### src/rtl/lsu_mem_initiator_pkg.sv
// Shared definitions for the LSU memory-port initiator: size codes, FSM states
// and the alignment rule used to reject misaligned accesses.
package lsu_mem_initiator_pkg;

  localparam int unsigned MASK_W = 8;

  localparam logic [1:0] SZ_B   = 2'd0;
  localparam logic [1:0] SZ_H   = 2'd1;
  localparam logic [1:0] SZ_W   = 2'd2;
  localparam logic [1:0] SZ_RSV = 2'd3;

  typedef enum logic [1:0] {
    ST_IDLE  = 2'd0,
    ST_ISSUE = 2'd1,
    ST_WAIT  = 2'd2,
    ST_RESP  = 2'd3
  } state_t;

  // Reserved size is always treated as misaligned.
  function automatic logic is_misaligned(input logic [1:0] size, input logic [1:0] off);
    case (size)
      SZ_B:    return 1'b0;
      SZ_H:    return off[0];
      SZ_W:    return off != 2'b00;
      default: return 1'b1;
    endcase
  endfunction

endpackage

### src/rtl/lsu_mem_initiator_align.sv
// Byte-lane steering: store mask/data placement and load extraction/extension.
// Purely combinational so a cached LSU can reuse it unchanged.
module lsu_lane_align
  import lsu_mem_initiator_pkg::*;
(
  input  logic [1:0]        off,
  input  logic [1:0]        size,
  input  logic              sext,
  input  logic [31:0]       store_data,
  input  logic [31:0]       load_word,
  output logic [MASK_W-1:0] wmask,
  output logic [31:0]       wdata,
  output logic [31:0]       load_data
);

  logic [3:0]  base;
  logic [31:0] shifted;

  always_comb begin
    base = 4'b1111;
    case (size)
      SZ_B:    base = 4'b0001;
      SZ_H:    base = 4'b0011;
      default: base = 4'b1111;
    endcase

    // Lanes shifted past byte 3 fall off; upper mask nibble is always zero.
    wmask      = '0;
    wmask[3:0] = base << off;
    wdata      = store_data << {off, 3'b000};

    shifted = load_word >> {off, 3'b000};
    case (size)
      SZ_B:    load_data = {{24{sext & shifted[7]}},  shifted[7:0]};
      SZ_H:    load_data = {{16{sext & shifted[15]}}, shifted[15:0]};
      default: load_data = shifted;
    endcase
  end

endmodule

### src/rtl/lsu_mem_initiator.sv
// Single-outstanding load/store initiator for the DPI physical-memory port.
// IDLE -> ISSUE -> WAIT -> RESP, or IDLE -> RESP directly on a rejected access.
module lsu_mem_initiator
  import lsu_mem_initiator_pkg::*;
#(
  parameter int unsigned ADDR_W          = 32,
  parameter bit          ERR_ON_MISALIGN = 1'b1
) (
  input  logic              clk,
  input  logic              rst_n,
  input  logic              req_valid,
  output logic              req_ready,
  input  logic [ADDR_W-1:0] req_addr,
  input  logic [31:0]       req_wdata,
  input  logic              req_store,
  input  logic [1:0]        req_size,
  input  logic              req_sext,
  output logic              resp_valid,
  input  logic              resp_ready,
  output logic [31:0]       resp_rdata,
  output logic              resp_err,
  output logic              mem_valid,
  output logic [31:0]       mem_raddr,
  input  logic [31:0]       mem_rdata,
  output logic              mem_wen,
  output logic [31:0]       mem_waddr,
  output logic [31:0]       mem_wdata,
  output logic [MASK_W-1:0] mem_wmask
);

  state_t            state;
  logic [1:0]        off_q;
  logic [1:0]        size_q;
  logic              sext_q;
  logic              store_q;

  logic              accept;
  logic              misalign;
  logic [ADDR_W-1:0] aligned_addr;
  logic [1:0]        sel_off;
  logic [1:0]        sel_size;
  logic              sel_sext;
  logic [MASK_W-1:0] align_wmask;
  logic [31:0]       align_wdata;
  logic [31:0]       align_load;

  assign accept       = req_valid && req_ready;
  assign misalign     = ERR_ON_MISALIGN && is_misaligned(req_size, req_addr[1:0]);
  assign aligned_addr = {req_addr[ADDR_W-1:2], 2'b00};

  // The aligner sees the live request while idle (store placement at accept)
  // and the latched request afterwards (load extraction in WAIT).
  assign sel_off  = (state == ST_IDLE) ? req_addr[1:0] : off_q;
  assign sel_size = (state == ST_IDLE) ? req_size      : size_q;
  assign sel_sext = (state == ST_IDLE) ? req_sext      : sext_q;

  lsu_lane_align u_align (
    .off        (sel_off),
    .size       (sel_size),
    .sext       (sel_sext),
    .store_data (req_wdata),
    .load_word  (mem_rdata),
    .wmask      (align_wmask),
    .wdata      (align_wdata),
    .load_data  (align_load)
  );

  always_ff @(posedge clk) begin
    if (!rst_n) begin
      state      <= ST_IDLE;
      req_ready  <= 1'b1;
      resp_valid <= 1'b0;
      resp_rdata <= '0;
      resp_err   <= 1'b0;
      mem_valid  <= 1'b0;
      mem_wen    <= 1'b0;
      mem_raddr  <= '0;
      mem_waddr  <= '0;
      mem_wdata  <= '0;
      mem_wmask  <= '0;
      off_q      <= '0;
      size_q     <= '0;
      sext_q     <= 1'b0;
      store_q    <= 1'b0;
    end else begin
      case (state)
        ST_IDLE: begin
          if (accept) begin
            req_ready <= 1'b0;
            off_q     <= req_addr[1:0];
            size_q    <= req_size;
            sext_q    <= req_sext;
            store_q   <= req_store;
            if (misalign) begin
              resp_valid <= 1'b1;
              resp_err   <= 1'b1;
              resp_rdata <= '0;
              state      <= ST_RESP;
            end else begin
              mem_valid <= 1'b1;
              mem_wen   <= req_store;
              mem_raddr <= 32'(aligned_addr);
              mem_waddr <= 32'(aligned_addr);
              mem_wdata <= align_wdata;
              mem_wmask <= align_wmask;
              resp_err  <= 1'b0;
              state     <= ST_ISSUE;
            end
          end
        end
        ST_ISSUE: begin
          mem_valid <= 1'b0;
          mem_wen   <= 1'b0;
          state     <= ST_WAIT;
        end
        ST_WAIT: begin
          resp_rdata <= store_q ? '0 : align_load;
          resp_err   <= 1'b0;
          resp_valid <= 1'b1;
          state      <= ST_RESP;
        end
        ST_RESP: begin
          if (resp_ready) begin
            resp_valid <= 1'b0;
            req_ready  <= 1'b1;
            state      <= ST_IDLE;
          end
        end
        default: state <= ST_IDLE;
      endcase
    end
  end

endmodule
### config.mk
export PLATFORM = sky130hd
export DESIGN_NAME = lsu_mem_initiator
export DESIGN_NICKNAME = d
export VERILOG_FILES = /design/src/rtl/lsu_mem_initiator_pkg.sv /design/src/rtl/lsu_mem_initiator_align.sv /design/src/rtl/lsu_mem_initiator.sv
export SDC_FILE = /design/constraint.sdc
export NUM_CORES = 1
export LEC_CHECK = 0
export ABC_CLOCK_PERIOD_IN_PS = 5370
export CORE_MARGIN = 2
export CORE_UTILIZATION = 46
export DETAILED_ROUTE_END_ITERATION = 6
export PLACE_DENSITY = 0.92
export SLEW_MARGIN = 20
export SYNTH_ARGS = -nofsm -noshare
export SYNTH_HDL_FRONTEND = slang
export SYNTH_SLANG_ARGS = --single-unit
### constraint.sdc
create_clock -name clk -period 5.37 [get_ports clk]
set_clock_uncertainty 0.15 [all_clocks]
set_input_delay 1.074 -clock clk [delete_from_list [all_inputs] [get_ports clk]]
set_output_delay 1.074 -clock clk [all_outputs]
set_load 0.02 [all_outputs]
# Word-level counts from Yosys, hierarchy flattened
# Cells that the tools add are included.
# W data, S select, Z words.
# op_classes
n_eq_ne	10
n_shift	3
n_mux	30
n_bitwise	3
n_reduce_logical	17
# ops
cell	n
$pmux W32 S2	2
$mux W32	3
$shl A32 B5 Y32	1
$shr A32 B5 Y32	1
$mux W1	12
$reduce_and A3 Y1	4
$mux W2	5
$ne A2 B2 Y1 const B	4
$pmux W1 S2	4
$pmux W2 S4	1
$pmux W4 S2	1
$reduce_bool A2 Y1	4
$eq A2 B1 Y1 const B	3
$eq A2 B2 Y1 const B	3
$logic_not A2 Y1	3
$pmux W1 S3	2
$reduce_and A2 Y1	3
$reduce_and A4 Y1	1
$shl A4 B2 Y4	1
$reduce_bool A3 Y1	1
$and A1 B1 Y1	2
$logic_and A1 B1 Y1	1
$not A1 Y1	1
# word_totals
ff_bits	111
in_bits	104
out_inout_bits	141
wordCells	77

# Logic depth before layout (Yosys ltp)
# Gate-level depths: netlist (run 1).
# depth
ltp_word	7
depth_mapped	12
ltp_nobuf	7

# Cells and area by module
# From an unflattened synthesis (run 1), not the netlist that was laid out.
# unflattened
hier_cells	792
hier_area_um2	6198.4
# by_module_without_submodules
module	instances	cells_per_inst	area_per_inst_um2	seq_area_each_um2
lsu_mem_initiator	1	572	4678.2	2302.2
lsu_lane_align	1	220	1520.2	0.0

# Worst setup path before layout (run 1)
# Ideal clock, no wire load.
# synth_path
path_kind	in2reg
from	input req_addr[0]
to	register resp_rdata[29]
setup_time_ps	122
arrival_time_ps	2405
t_required_ps	5098
path_slack_ps	2693
cell_stages	7
path_buffers	2
cell_sequence	buf_2 -> mux2_2 -> mux2i_1 -> o22ai_2 -> a22oi_4 -> buf_6 -> o21ai_1
# synth_via
elab_chain_cells	6
word_cells_on_any_way	11
classes_between	eq/ne: 1; shift: 1; mux: 5; bitwise: 2; reduce/logical: 2
# synth_rtl
item	line_no	text
start: declaration	lsu_mem_initiator.sv:13	input logic [ADDR_W-1:0] req_addr,
$mux W2	lsu_mem_initiator.sv:53	assign sel_off = (state == ST_IDLE) ? req_addr[1:0] : off_q;
$shr A32 B5 Y32	lsu_mem_initiator_align.sv:32	shifted = load_word >> {off, 3'b000};
$and A1 B1 Y1, on equally long branches	lsu_mem_initiator_align.sv:35, lsu_mem_initiator_align.sv:34	
$pmux W32 S2	lsu_mem_initiator_align.sv:33	case (size)
$mux W32	lsu_mem_initiator.sv:117	resp_rdata <= store_q ? '0 : align_load;
$pmux W32 S2	lsu_mem_initiator.sv:86	case (state)
end signal: assignment	lsu_mem_initiator.sv:117	
end: declaration	lsu_mem_initiator.sv:20	output logic [31:0] resp_rdata,
# Several ways; a longest one is shown, not always the timed one.
# A chain may end at the register's enable or synchronous reset.

# Worst setup path in the final report (run 1)
# layout_path
from	input req_addr[0]
to	register mem_wdata[1]
# layout_via
elab_chain_cells	4
word_cells_on_any_way	6
classes_between	shift: 1; mux: 2; bitwise: 1; reduce/logical: 2
# layout_rtl
item	line_no	text
parallel branches: the longest is 4 deep, another holds $shl A32 B5 Y32	-	
end signal: assignment	lsu_mem_initiator.sv:104	mem_wdata <= align_wdata;
end: declaration	lsu_mem_initiator.sv:27	output logic [31:0] mem_wdata,
# Several ways; the timed one is not identified.

==> summary.md, run 1 <==
| Metric | Value |
|---|---|
| Synth async-reset ratio | 0% |
| Total power | 3.17 mW |
| Largest family of logic cells by synthesized area | simple AND/OR/NAND/NOR gates |
| Global-route wire length before repair | 27900 um |
| Leak | 2.87 nW |
| Worst skew pair latency | 350 ps |
| Largest net degree at the start of global routing | 85 |
| PortBufs | 236 |
| Setup crit start | req_addr[0] |
| Num rows | 39 |
| FF-to-FF End | resp_rdata[24] |
| Peak supply drop | 186 uV |
| Post-CTS Setup Inserts | 0 |
| CP arrival | 3640 ps |
| Clock sink count | 111 |
| Mux contribution to synthesized area | 4.93% |
| Ys flop type | dfxtp_1 |
| Area share of fa/ha/maj cells after synthesis | 0.912% |
| Drt pass-1 iters | 7 |
| Fmax | 0.284 GHz |
| Ratio of total power to cell area | 403 nW/um^2 |
| Final min period | 3530 ps |
| Setup WS post-layout | 1840 ps |
| Type of the worst setup path | input port to flip-flop |
| Clock root buffer master | clkbuf_16 |
| Detailed Route WL | 18000 um |
| Post-synthesis cell area | 5490 um^2 |
| Yosys warnings | 0 |
| Violated checks | design-rule violations |
| Die W | 113 um |
| GP Congestion | 0.883 |
| Starting Density | 47.6% |
| XOR/XNOR Fraction of Synth Area | 0% |
| Simple-Gate Fraction of Synth Area | 22.2% |
| Final antenna diode count | 0 |
| Element type at the critical path start | input port |
| Status | complete, but fails checks |
| CTS tree | yes |
| Share of cells above drive strength 1 | 4.89% |
| Vias in the first global route | 5347 |
| Setup TNS Final | 0 ps |
| Core area | 11500 um^2 |
| Setup violators final | 0 |
| Cts hold-fix bufs | 0 |
| Yosys cell types | 52 |
| Synthesis-stage register bit count | 111 |
| Most common cell in the synthesized netlist | nand2_1 |
| Syn Inst Count | 700 |
| Post-synthesis compound-gate area fraction | 20.8% |
| Final ANT Viol Nets | 0 |
| FF-to-FF setup slack | 2030 ps |
| PostCTS Resize Cnt | 0 |
| Max-cap viol count | 0 |
| CTS clk-pin slew, worst paths | 80 ps |
| Worst-path maximum fanout | 37 |
| Cts bufs inserted | 9 |
| Antenna violations before repair | 0 |
| Gr ovfl total | 0 |
| Final Hold Vio Count | 0 |
| Final Cycle Share | 65.6% |
| Max Slew Vio Count | 0 |
| Layout Nets | 982 |
| Crit path capture type | flip-flop |
| Clock buffer depth | 2 |
| CP endpoint | mem_wdata[1] |
| Synth cell count leaders | nand2_1, dfxtp_1, a21oi_1, buf_4, nor2_1 |
| Worst-Margin Slew | 932 ps |
| Total GRT Usage | 27.1% |
| CP Data Required Time | 5490 ps |
| DP Wirelength | 13000 um |
| Place WS | 1540 ps |
| Max-slew headroom | 36.6% |
| Leading area contributor after synthesis | dfxtp_1 |
| Worst hold path class | flip-flop to flip-flop |
| Reg-to-Reg Start | state[1] |
| Via density | 5.67 |
| WL/cell | 17.6 um |
| Die footprint | 12800 um^2 |
| Unrepaired setup endpoints after global routing | false |
| Num ports | 245 |
| Die Y | 113 um |
| FF-to-FF path depth | 8 |
| Area Overhead vs Synth | 43.3% |
| Via count | 5796 |
| Share of the synthesized area in the top cell type | 40.5% |
| Drt drc | 19 |
| Syn Area/Cell | 7.84 um^2 |
| Area contributors post-synth | dfxtp_1, nand2_1, a21oi_1 |
| FILL cells | 918 |
| EDFF count, synth | 0 |
| First DRT Iteration DRCs | 555 |
| Sequential area share after synthesis | 40.5% |
| H-tree levels | 3 |
## flip-flops by register name (all words and copies together) (netlist names), 2 cells and up
register	cells
mem_wmask	4
state	2
mem_wdata	32
resp_rdata	32
off_q	2
mem_raddr	30
size_q	2
## cells by family (layout without fill, tap and decap cells)
| logic type | Yosys count | count (layout) |
|---|---|---|
| muxes | 25 | 25 |
| other | 1 | 8 |
| AOI/OAI and AO/OA | 180 | 180 |
| and+or+nand+nor | 286 | 286 |
| adders and majority gates | 4 | 4 |
| buffers and inverters | 93 | 265 |
| DFF | 111 | 111 |
## critical path, cell delays in order
cell             delay [ps]
clkdlybuf4s50_1         590
or3_1                   500
a21oi_4                 610
buf_4                   490
nand3_1                 160
a21oi_1                 200
## cell type report
| cell class | instances | area [um^2] | share of cell area (%) |
|---|---|---|---|
| Clock buffer | 10 | 239 | 3.04 |
| Clock inverter | 6 | 53.8 | 0.684 |
| Inverter | 5 | 18.8 | 0.239 |
| Multi-Input combinational cell | 503 | 2730 | 34.7 |
| Sequential cell | 111 | 2220 | 28.3 |
| Tap cell | 143 | 179 | 2.28 |
| Timing Repair Buffer | 244 | 2420 | 30.8 |
## through the flow
step                      util [%]  hold WS [ps]  cells  area, um^2
after floorplan                  -           281    707        5510
after global placement        65.7           286   1006        7570
after detailed placement      65.7           296   1006        7570
after CTS                     68.3           304   1022        7860
after global routing          68.3           328   1022        7860
final                         68.3           306   1022        7860
## routing by layer
| layer | vias to the layer above | GRT usage, % | part of all wire [%] |
|---|---|---|---|
| met2 | 337 | 45.7 | 48 |
| met4 | 0 | 10.9 | 3.1 |
| met5 | - | 0 | 0 |
| li1 | 2712 | - | - |
| met3 | 44 | 5.52 | 9.5 |
| met1 | 2703 | 33.9 | 39 |
## worst min path at each step
stage	start	endpoint	slack [ps]	cells past startpoint
5_1_grt	mem_wdata[6]	mem_wdata[6]	330	2
4_1_cts	mem_wdata[6]	mem_wdata[6]	300	2
6_report	resp_rdata[13]	resp_rdata[13]	310	2
2_1_floorplan	store_q	store_q	280	2
3_3_place_gp	store_q	store_q	290	2
3_5_place_dp	mem_wdata[26]	mem_wdata[26]	300	2
## where the power goes
part | switching (mW) | internal, mW
clock network | 0.324 | 0.335
registers | 0.0791 | 0.931
logic | 0.914 | 0.588
## cells in the final DEF (no fill, tap or decap), drive strengths merged, types with 2 or more instances in the layout
master         count
a21oi             90
a22oi             11
a211oi            13
nand2            180
clkinv             3
ha                 4
a211o              2
nor3              21
o21ai             29
or2                2
a2bb2oi            8
clkdlybuf4s50    236
buf                8
nor2              37
a32oi              8
clkbuf            10
a31oi              2
inv                7
a21o               5
nand3             36
dfxtp            111
conb               8
mux2i             22
mux2               3
nand2b             4
a221oi             7
Note: power is estimated with default switching activity, not from simulation.
==> run 2: changes to the inputs <==
Settings changed: ABC_CLOCK_PERIOD_IN_PS 5370 to 3200, CORE_UTILIZATION 46 to 38, PLACE_DENSITY 0.92 to 0.82.
Clock period 5.37 ns to 3.2 ns, I/O delays scaled along.
==> run 2 against run 1 <==
The run now ends clean. Critical path depth grew 2. Combinational power is 75% higher. Sequential cell count stayed put. Non-clock buffer count rose by 9. Die area is 20% higher. Sequential share of layout area is 0.62 points lower. Register-to-register slack got worse by 1600 ps.
==> summary.md, run 2 (synthesized netlist as in run 1, its figures left out) <==
| Metric | Value |
|---|---|
| CP Cell Sequence | inv_1 -> ha_1 -> mux2_2 -> buf_4 -> nor2_1 -> o22ai_2 -> a22oi_4 -> o21ai_0 |
| Final antenna diode count | 0 (unchanged) |
| Via count | 5626 (-2.9%) |
| Die W | 124 um (+9.7%) |
| Most frequent cells in the layout | clkdlybuf4s50_1, nand2_1, dfxtp_1 |
| Total GRT Usage | 22.4% (-4.7 points) |
| Final Cycle Share | 86.2% |
| Total power | 5.44 mW (+72%) |
| Slowest CP cell | a22oi_4 |
| Final ANT Viol Nets | 0 (unchanged) |
| Layout Nets | 991 (+0.92%) |
| Max Slew Vio Count | 0 (unchanged) |
| Unrepaired setup endpoints after global routing | false |
| Cell family with most CP delay | compound AO/OA/AOI/OAI gates |
| Clock root buffer master | clkbuf_16 |
| Gr ovfl total | 0 (unchanged) |
| Core area | 14000 um^2 (+21%) |
| H-tree levels | 3 (unchanged) |
| Fmax | 0.363 GHz |
| Cts hold-fix bufs | 0 (unchanged) |
| Share of cells above drive strength 1 | 5.86% (+0.96 points) |
| Num rows | 43 (+10%) |
| WL/cell | 16.8 um (-4.5%) |
| Setup violators final | 0 (unchanged) |
| Worst-path maximum fanout | 22 (-41%) |
| PortBufs | 236 (unchanged) |
| Fin area | 8040 um^2 (+2.2%) |
| Worst hold path class | flip-flop to flip-flop |
| Cts bufs inserted | 9 (unchanged) |
| CP Data Required Time | 3290 ps (-2200 ps) |
| Worst-Margin Slew | 916 ps (-16.2 ps) |
| Final min period | 2760 ps |
| Placed standard-cell area | 7750 um^2 (+2.3%) |
| Biggest regs | mem_wdata x32, resp_rdata x32, mem_raddr x30 |
| Worst skew pair latency | 360 ps (about the same) |
| Leak | 2.94 nW (+2.4%) |
| Crit path capture type | flip-flop |
| Global-route wire length before repair | 26400 um (-5.2%) |
| CP arrival | 2840 ps (-800 ps) |
| CP Buf/Inv Count | 2 (unchanged) |
| CTS clk-pin slew, worst paths | 80 ps (about the same) |
| Die Y | 124 um (+9.7%) |
| Max-cap viol count | 0 (unchanged) |
| FF-to-FF path depth | 8 (unchanged) |
| CP endpoint | resp_rdata[24] |
| First DRT Iteration DRCs | 455 (-18%) |
| Final Hold Vio Count | 0 (unchanged) |
| FF-to-FF End | resp_rdata[24] |
| Type of the worst setup path | flip-flop to flip-flop |
| Antenna violations before repair | 0 (unchanged) |
| PostCTS Resize Cnt | 0 (unchanged) |
| Status | complete, no violations |
| Via density | 5.27 (-7.1%) |
| Drt drc | 0 (-19) |
| Critical path depth | 8 (+2) |
| Element type at the critical path start | flip-flop |
| Peak supply drop | 320 uV (+72%) |
| Max-slew headroom | 39.0% (+2.4 points) |
| Starting Density | 39.2% (-8.4 points) |
| DP Wirelength | 13300 um (+1.7%) |
| Setup crit start | state[1] |
| Num ports | 245 (unchanged) |
| FILL cells | 1245 (+36%) |
| Area Overhead vs Synth | 46.5% |
| Vias in the first global route | 4851 (-9.3%) |
| Ratio of total power to cell area | 677 nW/um^2 (+68%) |
| Clock buffer depth | 2 (unchanged) |
| Slowest cell delay on critical path | 510 ps (-100 ps) |
| GP Congestion | 0.866 (-1.9%) |
| Largest net degree at the start of global routing | 85 (unchanged) |
| Commonest non-fill, non-tap cell in the layout | clkdlybuf4s50_1 |
| Die footprint | 15400 um^2 (+20%) |
| Detailed Route WL | 18000 um (-0.16%) |
| Drt pass-1 iters | 6 (-1) |
| FF-to-FF setup slack | 440 ps (-1590 ps) |
| Reg-to-Reg Start | state[1] |
| Post-CTS Setup Inserts | 0 (unchanged) |
| CTS tree | yes |
| Clock sink count | 111 (unchanged) |
| Setup TNS Final | 0 ps (unchanged) |
-- run 2: cell count changes in the layout (fill, tap and decap cells not counted), sizes merged --
cell      change
inv           +4
clkinv        -2
clkbuf        -1
clkinvlp      -1
buf           +9
-- run 2: worst register-to-register path, stage by stage (launching register included) --
cell     delay, ps
dfxtp_1        350
inv_1          100
ha_1           390
mux2_2         430
buf_4          230
nor2_1         150
o22ai_2        200
a22oi_4        510
o21ai_0        140
-- run 2: how the worst min path moves through the flow --
stage                                end  depth (start not counted)  slack (ps)            from
after floorplan                  store_q                          2         280         store_q
after global placement      mem_wdata[6]                          2         290    mem_wdata[6]
after detailed placement  resp_rdata[12]                          2         290  resp_rdata[12]
after CTS                 resp_rdata[12]                          2         310  resp_rdata[12]
after global routing        mem_wdata[6]                          2         330    mem_wdata[6]
final                     resp_rdata[12]                          2         300  resp_rdata[12]
-- run 2: per-layer routing --
layer / share of wire (%) / track usage [%]
met5: 0 / 0
met4: 1.8 / 7.87
met3: 9.3 / 5.95
met2: 46 / 35.2
met1: 43 / 29.5
-- run 2: metrics by stage --
step	hold slack [ps]	instances	utilization [%]	setup slack, ps
finish	302	1068	57.5	442
global route	332	1068	57.5	261
CTS	306	1068	57.5	463
detailed placement	295	1052	55.4	274
global placement	289	1052	55.4	348
floorplan	281	707	-	948
-- run 2: final cells by class --
| cell class | count | area (um^2) | area share [%] |
|---|---|---|---|
| clock buffer | 9 | 225 | 2.80 |
| clock inverter | 7 | 66.3 | 0.825 |
| inverter | 5 | 18.8 | 0.233 |
| multi-input combinational | 503 | 2730 | 33.9 |
| sequential | 111 | 2220 | 27.6 |
| tap | 180 | 225 | 2.80 |
| timing repair buffer | 253 | 2550 | 31.8 |
-- run 2: where the power goes --
part	total [mW]	switching, mW	leakage, nW	internal [mW]
combinational	2.63	1.55	1.89	1.08
sequential	1.69	0.129	0.901	1.56
clock	1.12	0.568	0.145	0.553
total	5.44	2.25	2.94	3.20
==> run 3: changes to the inputs <==
Settings changed: ABC_CLOCK_PERIOD_IN_PS 3200 to 2320.
Clock period 3.2 ns to 2.32 ns, I/O delays scaled along.
==> run 3 against run 2 <==
Routed wire length grew 4.6%. First-iteration DRC count shrank 3.1%. Critical endpoint is now resp_rdata[0]. Via count grew 2.2%. Non-clock buffer count grew 42. Sequential share of layout area shrank 1.8 points. Fmax grew 21%. Design area grew 6.8%.
==> summary.md, run 3 (synthesized netlist as in run 1, its figures left out) <==
| Metric | Value |
|---|---|
| Share of cells above drive strength 1 | 12.5% (+6.6 points) |
| Final ANT Viol Nets | 0 (unchanged) |
| Cts bufs inserted | 9 (unchanged) |
| Final Cycle Share | 98.1% (+12 points) |
| H-tree levels | 3 (unchanged) |
| Worst skew pair latency | 360 ps (about the same) |
| Final Hold Vio Count | 0 (unchanged) |
| First DRT Iteration DRCs | 441 (-3.1%) |
| Unrepaired setup endpoints after global routing | true |
| Setup violators final | 0 (unchanged) |
| Detailed Route WL | 18800 um (+4.6%) |
| Drt drc | 0 (unchanged) |
| Clock buffer depth | 2 (unchanged) |
| Vias in the first global route | 5307 (+9.4%) |
| Via density | 5.17 (-1.8%) |
| Gr ovfl total | 0 (unchanged) |
| Max-slew headroom | 38.7% (-0.23 points) |
| Biggest regs | mem_wdata x32, resp_rdata x32, mem_raddr x30 |
| GP Congestion | 0.925 (+6.8%) |
| Element type at the critical path start | flip-flop |
| Antenna violations before repair | 1 (+1) |
| Max-cap viol count | 0 (unchanged) |
| Setup TNS Final | 0 ps (unchanged) |
| Core area | 14000 um^2 (unchanged) |
| Cell family with most CP delay | multiplexers |
| CTS tree | yes |
| Largest net degree at the start of global routing | 85 (unchanged) |
| Num ports | 245 (unchanged) |
| CTS clk-pin slew, worst paths | 80 ps (about the same) |
| Type of the worst setup path | flip-flop to flip-flop |
| Slowest cell delay on critical path | 380 ps (-130 ps) |
| Clock sink count | 111 (unchanged) |
| Global-route wire length before repair | 27500 um (+4.1%) |
| Cts hold-fix bufs | 0 (unchanged) |
| Final antenna diode count | 0 (unchanged) |
| WL/cell | 16.9 um (+0.60%) |
| DP Wirelength | 13800 um (+4.1%) |
| Ratio of total power to cell area | 964 nW/um^2 (+42%) |
| Slowest CP cell | mux2i_4 |
| Peak supply drop | 488 uV (+52%) |
| Worst-path maximum fanout | 6 (-73%) |
| Total GRT Usage | 23.1% (+0.75 points) |
| Finished Core Util | 61.4% (+3.9 points) |
| Most frequent cells in the layout | clkdlybuf4s50_1, nand2_1, dfxtp_1 |
| Status | complete, no violations |
| Placed standard-cell area | 8060 um^2 (+4.0%) |
| Num rows | 43 (unchanged) |
| Commonest non-fill, non-tap cell in the layout | clkdlybuf4s50_1 |
| Area Overhead vs Synth | 56.5% |
| CP arrival | 2340 ps (-500 ps) |
| CP Data Required Time | 2390 ps (-900 ps) |
| Max Slew Vio Count | 0 (unchanged) |
| Clock root buffer master | clkbuf_16 |
| Die footprint | 15400 um^2 (unchanged) |
| Crit path capture type | flip-flop |
| Final min period | 2280 ps (-482 ps) |
| Die Y | 124 um (unchanged) |
| Starting Density | 39.2% (unchanged) |
| CP Cell Sequence | inv_1 -> ha_4 -> buf_6 -> mux2i_4 -> buf_12 -> mux2i_1 -> nand2_1 -> a32oi_1 -> nor2_1 |
| PortBufs | 236 (unchanged) |
| Leak | 3.16 nW (+7.8%) |
| Fin area | 8580 um^2 (+6.8%) |
| Via count | 5748 (+2.2%) |
| Worst-Margin Slew | 919 ps (+3.49 ps) |
| Fmax | 0.439 GHz (+21%) |
| Worst hold path class | flip-flop to flip-flop |
| Drt pass-1 iters | 5 (-1) |
| Die W | 124 um (unchanged) |
| Layout Nets | 1034 (+4.3%) |
| CP Buf/Inv Count | 3 (+1) |
-- run 3: cell type report --
cell class / count / area, um^2
Fill cell: 1198 / 5410
Timing Repair Buffer: 295 / 2930
Multi-Input combinational cell: 504 / 2890
Sequential cell: 111 / 2220
Clock buffer: 9 / 225
Tap cell: 180 / 225
Clock inverter: 7 / 80.1
Inverter: 5 / 18.8
-- run 3: path summary, 6_finish.rpt --
check | slack [ps] | end | cells past startpoint | start
worst max-delay path | 40 | resp_rdata[0] | 9 | state[1]
worst min-delay path | 300 | resp_rdata[12] | 2 | resp_rdata[12]
worst min register to register | 300 | resp_rdata[12] | 2 | resp_rdata[12]
worst max register to register | 40 | resp_rdata[0] | 9 | state[1]
-- run 3: report_power, final --
| group | total [mW] | switching (mW) | internal [mW] | leakage (nW) |
|---|---|---|---|---|
| clock network | 1.61 | 0.757 | 0.850 | 0.143 |
| logic | 4.33 | 2.36 | 1.98 | 2.12 |
| registers | 2.34 | 0.182 | 2.16 | 0.901 |
| total | 8.28 | 3.29 | 4.98 | 3.16 |
-- run 3: per-stage QoR --
stage	hold WS [ps]	total power, mW	cells	worst slack (ps)
after floorplan	281	4.78	707	67.9
after global placement	288	6.25	1092	-189
after detailed placement	291	6.30	1092	-267
after CTS	301	7.96	1108	10.5
after global routing	325	8.75	1111	-52.1
final	300	8.28	1111	43.8
-- run 3: what timing repair did --
action,CTS,global route
setup endpoints to repair,5,40
cloned,0,2
setup buffers,0,1
gates resized for setup,6,30
pin swaps,0,3
hold endpoints to repair,0,0
-- run 3: worst min-delay path, stage by stage (launching register included) --
cell and delay, ps:
dfxtp_1 310, nand2_1 50, o21ai_1 50
-- run 3: layer usage --
metal	vias up	track usage, %	wire, um
li1	2815	-	-
met1	2657	28.8	7880
met2	256	37.2	8750
met3	20	7.78	1810
met4	0	8.29	335
met5	-	0	0
